===== config.mk =====
export PLATFORM = sky130hd
export DESIGN_NAME = ir_field_extender
export DESIGN_NICKNAME = d
export VERILOG_FILES = /design/src/rtl/ext_pkg.sv /design/src/rtl/ext_stage.sv /design/src/rtl/ir_field_extender.sv
export SDC_FILE = /design/constraint.sdc
export NUM_CORES = 1
export LEC_CHECK = 0
export CORE_MARGIN = 1.5
export CORE_UTILIZATION = 48
export DETAILED_ROUTE_END_ITERATION = 10
export PLACE_DENSITY_LB_ADDON = 0.2
export REMOVE_ABC_BUFFERS = 1
export SYNTH_ARGS = -nofsm -noshare
export SYNTH_HDL_FRONTEND = slang
export SYNTH_HIERARCHICAL = 1
export SYNTH_SLANG_ARGS = --single-unit

===== constraint.sdc =====
create_clock -name Clk -period 2.2 [get_ports Clk]
set_input_delay 0.55 -clock Clk [delete_from_list [all_inputs] [get_ports Clk]]
set_output_delay 0.55 -clock Clk [all_outputs]
set_load 0.05 [all_outputs]

===== src/rtl/ext_pkg.sv =====
// rtl/ext_pkg.sv - mode encoding and field widths for the IR immediate/offset extender
package ext_pkg;

  typedef enum logic [2:0] {
    EXT_SEXT5  = 3'b000,
    EXT_SEXT6  = 3'b001,
    EXT_SEXT9  = 3'b010,
    EXT_SEXT11 = 3'b011,
    EXT_ZEXT8  = 3'b100,
    EXT_ZERO   = 3'b101,
    EXT_RSV6   = 3'b110,
    EXT_RSV7   = 3'b111
  } ext_mode_t;

  localparam int unsigned SEXT5_W  = 5;
  localparam int unsigned SEXT6_W  = 6;
  localparam int unsigned SEXT9_W  = 9;
  localparam int unsigned SEXT11_W = 11;
  localparam int unsigned ZEXT8_W  = 8;

endpackage


===== src/rtl/ext_stage.sv =====
// rtl/ext_stage.sv - one valid/ready register slice carrying an {ext, mode_err} word
module ext_stage #(
  parameter int unsigned W = 17
) (
  input  logic         Clk,
  input  logic         Reset,
  input  logic         in_valid,
  output logic         in_ready,
  input  logic [W-1:0] in_data,
  output logic         out_valid,
  input  logic         out_ready,
  output logic [W-1:0] out_data
);

  logic         valid_q, valid_d;
  logic [W-1:0] data_q, data_d;

  // An empty slot, or one draining this cycle, can take the next word.
  assign in_ready = !valid_q || out_ready;

  always_comb begin
    valid_d = valid_q;
    data_d  = data_q;
    if (in_ready) begin
      valid_d = in_valid;
      if (in_valid) begin
        data_d = in_data;
      end
    end
  end

  always_ff @(posedge Clk) begin
    if (Reset) begin
      valid_q <= 1'b0;
      data_q  <= '0;
    end else begin
      valid_q <= valid_d;
      data_q  <= data_d;
    end
  end

  assign out_valid = valid_q;
  assign out_data  = data_q;

endmodule


===== src/rtl/ir_field_extender.sv =====
// rtl/ir_field_extender.sv - runtime-selected IR field sign/zero extender with optional shift and LATENCY-deep skid-free pipeline
module ir_field_extender
  import ext_pkg::*;
#(
  parameter int unsigned IN_W    = 16,
  parameter int unsigned OUT_W   = 16,
  parameter int unsigned LATENCY = 1
) (
  input  logic             Clk,
  input  logic             Reset,
  input  logic             in_valid,
  output logic             in_ready,
  input  logic [IN_W-1:0]  ir,
  input  logic [2:0]       mode,
  input  logic             lshf1,
  output logic             out_valid,
  input  logic             out_ready,
  output logic [OUT_W-1:0] ext,
  output logic             mode_err
);

  localparam int unsigned DW = OUT_W + 1;

  if (IN_W < 11) begin : g_bad_in_w
    $error("ir_field_extender: IN_W must be >= 11");
  end
  if (OUT_W < 12) begin : g_bad_out_w
    $error("ir_field_extender: OUT_W must be >= 12");
  end
  if (LATENCY < 1 || LATENCY > 4) begin : g_bad_latency
    $error("ir_field_extender: LATENCY must be in 1..4");
  end

  ext_mode_t        mode_e;
  logic [OUT_W-1:0] ext_raw;
  logic [OUT_W-1:0] ext_shf;
  logic             err_raw;
  logic             unused_ir;

  assign mode_e    = ext_mode_t'(mode);
  assign unused_ir = ^{1'b0, ir};

  always_comb begin
    ext_raw = '0;
    err_raw = 1'b0;
    case (mode_e)
      EXT_SEXT5:  ext_raw = {{(OUT_W-SEXT5_W){ir[SEXT5_W-1]}},   ir[SEXT5_W-1:0]};
      EXT_SEXT6:  ext_raw = {{(OUT_W-SEXT6_W){ir[SEXT6_W-1]}},   ir[SEXT6_W-1:0]};
      EXT_SEXT9:  ext_raw = {{(OUT_W-SEXT9_W){ir[SEXT9_W-1]}},   ir[SEXT9_W-1:0]};
      EXT_SEXT11: ext_raw = {{(OUT_W-SEXT11_W){ir[SEXT11_W-1]}}, ir[SEXT11_W-1:0]};
      EXT_ZEXT8:  ext_raw = {{(OUT_W-ZEXT8_W){1'b0}},            ir[ZEXT8_W-1:0]};
      EXT_ZERO:   ext_raw = '0;
      default:    err_raw = 1'b1;
    endcase
  end

  // Shifting a zero value is harmless, so ZERO/reserved need no special case.
  assign ext_shf = lshf1 ? {ext_raw[OUT_W-2:0], 1'b0} : ext_raw;

  logic [LATENCY:0]   vld;
  logic [LATENCY-1:0] down_rdy;
  logic [LATENCY-1:0] stage_rdy;
  logic [DW-1:0]      data [LATENCY+1];
  logic               unused_rdy;
  logic               acc;

  assign vld[0]  = in_valid;
  assign data[0] = {ext_shf, err_raw};

  // Downstream readiness is rebuilt from the valid bits so the ready chain
  // never loops back through a single vector.
  always_comb begin
    acc = out_ready;
    down_rdy = '0;
    for (int k = LATENCY - 1; k >= 0; k--) begin
      down_rdy[k] = acc;
      acc = acc || !vld[k+1];
    end
  end

  for (genvar k = 0; k < LATENCY; k++) begin : g_stage
    ext_stage #(.W(DW)) u_stage (
      .Clk       (Clk),
      .Reset     (Reset),
      .in_valid  (vld[k]),
      .in_ready  (stage_rdy[k]),
      .in_data   (data[k]),
      .out_valid (vld[k+1]),
      .out_ready (down_rdy[k]),
      .out_data  (data[k+1])
    );
  end

  assign unused_rdy = ^stage_rdy;
  assign in_ready   = stage_rdy[0];
  assign out_valid  = vld[LATENCY];
  assign ext        = data[LATENCY][DW-1:1];
  assign mode_err   = data[LATENCY][0];

endmodule


==> results.cfg <==
[status]
status = finished, final reports clean

[placement]
post_dp_cell_area_um2 = 1584
dp_slack_ns = -0.02744
place.gp.congestion = 0.8271
placed_cells = 197
port_buffers = 37
hpwl_um = 1875

[yosys]
synth_compound_area_share_pct = 33.58
synth-seq-cells = 18
synth_fa_ha_area_share_pct = 0
ys_types = 32
synth_simple_gate_area_share_pct = 18.35
synth_top_family_by_area = compound AO/OA/AOI/OAI gates
avgSynthCellArea_um2 = 8.758
synthMuxAreaShare_pct = 7.925
ys_seq_area_share_pct = 30.03
synth_edf_count = 0
synth_ff_type = dfxtp_1
synth_cells = 137
async_flop_share_pct = 0
yosysWarningCount = 6
synth_area_um2 = 1200
synth_xor_area_share_pct = 0

[finish]
finalNetCount = 198
fill_cells = 186
fin_area_um2 = 1620
syn2layout_area_growth_pct = 35.04
final_layout_size_suffix_gt1_share_pct = 20.81
final_cells = 201
diodes = 0

[cts]
hold_buffers = 0
cts_tree = yes
tritoncts.num_buffers = 3
h-tree-depth = 1
clock_latency_ns = 0.31
postCtsSetupBuffers = 0
cts.sinks = 18
cts.clk_slew.worst_paths_ns = 0.11
ctsResizeCount = 0
cts_buffer_depth = 2
cts-root-buf = clkbuf_4

[critical_path]
required_ns = 1.65
path_cells = clkdlybuf4s50_1
critical_path_arrival_ns = 1.51
worst-path-buf-inv = 1
cp-end-kind = output port
start_kind = flip-flop
path_class = flip-flop to output port
critPathTopFamily = buffers and inverters
r2r.worst_path.cells = 4
crit_slowest_cell = clkdlybuf4s50_1
rr_startpoint = g_stage[0].u_stage/out_valid$_SDFFE_PP0P_
r2r-end = g_stage[0].u_stage/out_data[1]$_SDFFE_PP0P_
crit_path_max_incr_delay_ns = 0.82
rrSetupSlack_ns = 1.13
crit_fanout = 2

[global_routing]
grt_pass1_wl_um = 4436
grt_overflow = 0
grtUsageTotal_pct = 21.15
antenna_found_initial = 0
grt_max_degree = 36
first_global_vias = 1123

[sta]
tightest_slew_ns = 0.4986
post-route-min-period_ns = 2.055
slew_viol_final = 0
fin_ws_ns = 0.1448
period_share_pct = 93.42
rsz0062_at_grt = no
finClkSkew_ns = 0.007818
finalSetupViolCount = 0
max_freq_mhz = 486.6
max_slew_margin_pct = 66.65
hold_violations = 0

[routing]
via_count = 1111
drt_iter0_drc = 15
wl_per_cell_um = 12.94
dr.pass1.iters = 4
drtAntennaViolNets = 0
via_per_inst = 5.527
wl_um = 2601
drc = 0

[floorplanning]
die_h_um = 53.00
start_util_pct = 52.72
io_pins = 43
design.die.area_um2 = 2808
coreArea_um2 = 2276
die_x_um = 53.00
row_count = 17

[power_and_ir_drop]
cellPowerDensity_nw_per_um2 = 521.0
p_leak_nw = 0.6138
ir_worst_vdd_mv = 0.3891

[worst_hold_path]
hp-start = g_stage[0].u_stage/out_data[15]$_SDFFE_PP0P_
min_path_cells = 2
min_path_type = flip-flop to flip-flop
hold_end = g_stage[0].u_stage/out_data[15]$_SDFFE_PP0P_

[job]
maxCapViolCount = 0
[layout make-up]
class	count	area (um2)	area share, %
Multi-Input combinational cell	100	718.2	44.32
Inverter	4	15.01	0.9266
Timing Repair Buffer	47	455.4	28.11
Clock buffer	4	36.28	2.239
Tap cell	28	35.03	2.162
Sequential cell	18	360.3	22.24
[layout by cell type, fill, tap and decap left out, drive strengths merged, types with 4 or more instances in the layout]
master,synthesis,layout
clkdlybuf4s50,0,36
nor2,7,7
clkbuf,3,4
mux2i,8,8
inv,4,4
a21bo,17,17
buf,12,11
nand2,5,5
nand3,19,19
a21oi,19,19
nand2b,4,4
o21ai,5,5
dfxtp,18,18
[flip-flops by register name (all words and copies together), names as in the netlist]
name                       cells
g_stage.u_stage/out_valid      1
g_stage.u_stage/out_data      17
[layer usage]
layer | track usage [%] | part of all wire, %
met1 | 21.80 | 43
met2 | 40.00 | 52
met3 | 3.955 | 4.0
met4 | 10.68 | 1.5
met5 | 0 | 0
[cell families (layout without fill, tap and decap cells)]
kind of cell,after synthesis,in the layout
and+or+nand+nor,42,42
buffers and inverters,19,55
DFF,18,18
muxes,9,9
AOI/OAI and AO/OA,49,49
[synthesized netlist by cell type (2+ instances only)]
| master | n | area [um2] |
|---|---|---|
| a21bo_1 | 11 | 110.1 |
| a21bo_2 | 6 | 60.06 |
| a21oi_1 | 8 | 40.04 |
| a21oi_2 | 11 | 96.34 |
| buf_2 | 6 | 30.03 |
| buf_6 | 5 | 56.30 |
| clkbuf_1 | 2 | 7.510 |
| dfxtp_1 | 18 | 360.4 |
| inv_1 | 4 | 15.01 |
| mux2i_1 | 8 | 80.08 |
| nand2_1 | 5 | 18.77 |
| nand2b_1 | 3 | 18.77 |
| nand3_1 | 19 | 95.09 |
| nor2_1 | 7 | 26.28 |
| nor2b_1 | 2 | 12.51 |
| nor3_1 | 2 | 10.01 |
| o21ai_0 | 5 | 25.02 |
[metrics by stage]
step	hold slack, ns	total power, mW	util (%)	setup TNS, ns
2_1_floorplan	0.6124	0.5107	-	0
3_3_place_gp	0.5627	0.6306	69.60	0
3_5_place_dp	0.5673	0.6370	69.60	-0.04000
4_1_cts	0.5827	0.8605	71.19	0
5_1_grt	0.6008	0.8888	71.19	0
6_report	0.5770	0.8442	71.19	0
[worst max path at each step]
stage / from / endpoint / slack [ns] / depth (start not counted)
2_1_floorplan: g_stage[0].u_stage/out_valid$_SDFFE_PP0P_ / in_ready / 0.64 / 1
3_3_place_gp: mode[1] / g_stage[0].u_stage/out_data[8]$_SDFFE_PP0P_ / 0.04 / 7
3_5_place_dp: mode[1] / g_stage[0].u_stage/out_data[8]$_SDFFE_PP0P_ / -0.03 / 7
4_1_cts: g_stage[0].u_stage/out_valid$_SDFFE_PP0P_ / out_valid / 0.12 / 1
5_1_grt: g_stage[0].u_stage/out_valid$_SDFFE_PP0P_ / out_valid / 0.09 / 1
6_report: g_stage[0].u_stage/out_valid$_SDFFE_PP0P_ / out_valid / 0.14 / 1
[report_power, final]
part / switching (mW) / total (mW) / internal, mW
Combinational: 0.155 / 0.278 / 0.122
Sequential: 0.00833 / 0.351 / 0.343
Clock: 0.114 / 0.215 / 0.101
Power figures use the tool's default switching activity.
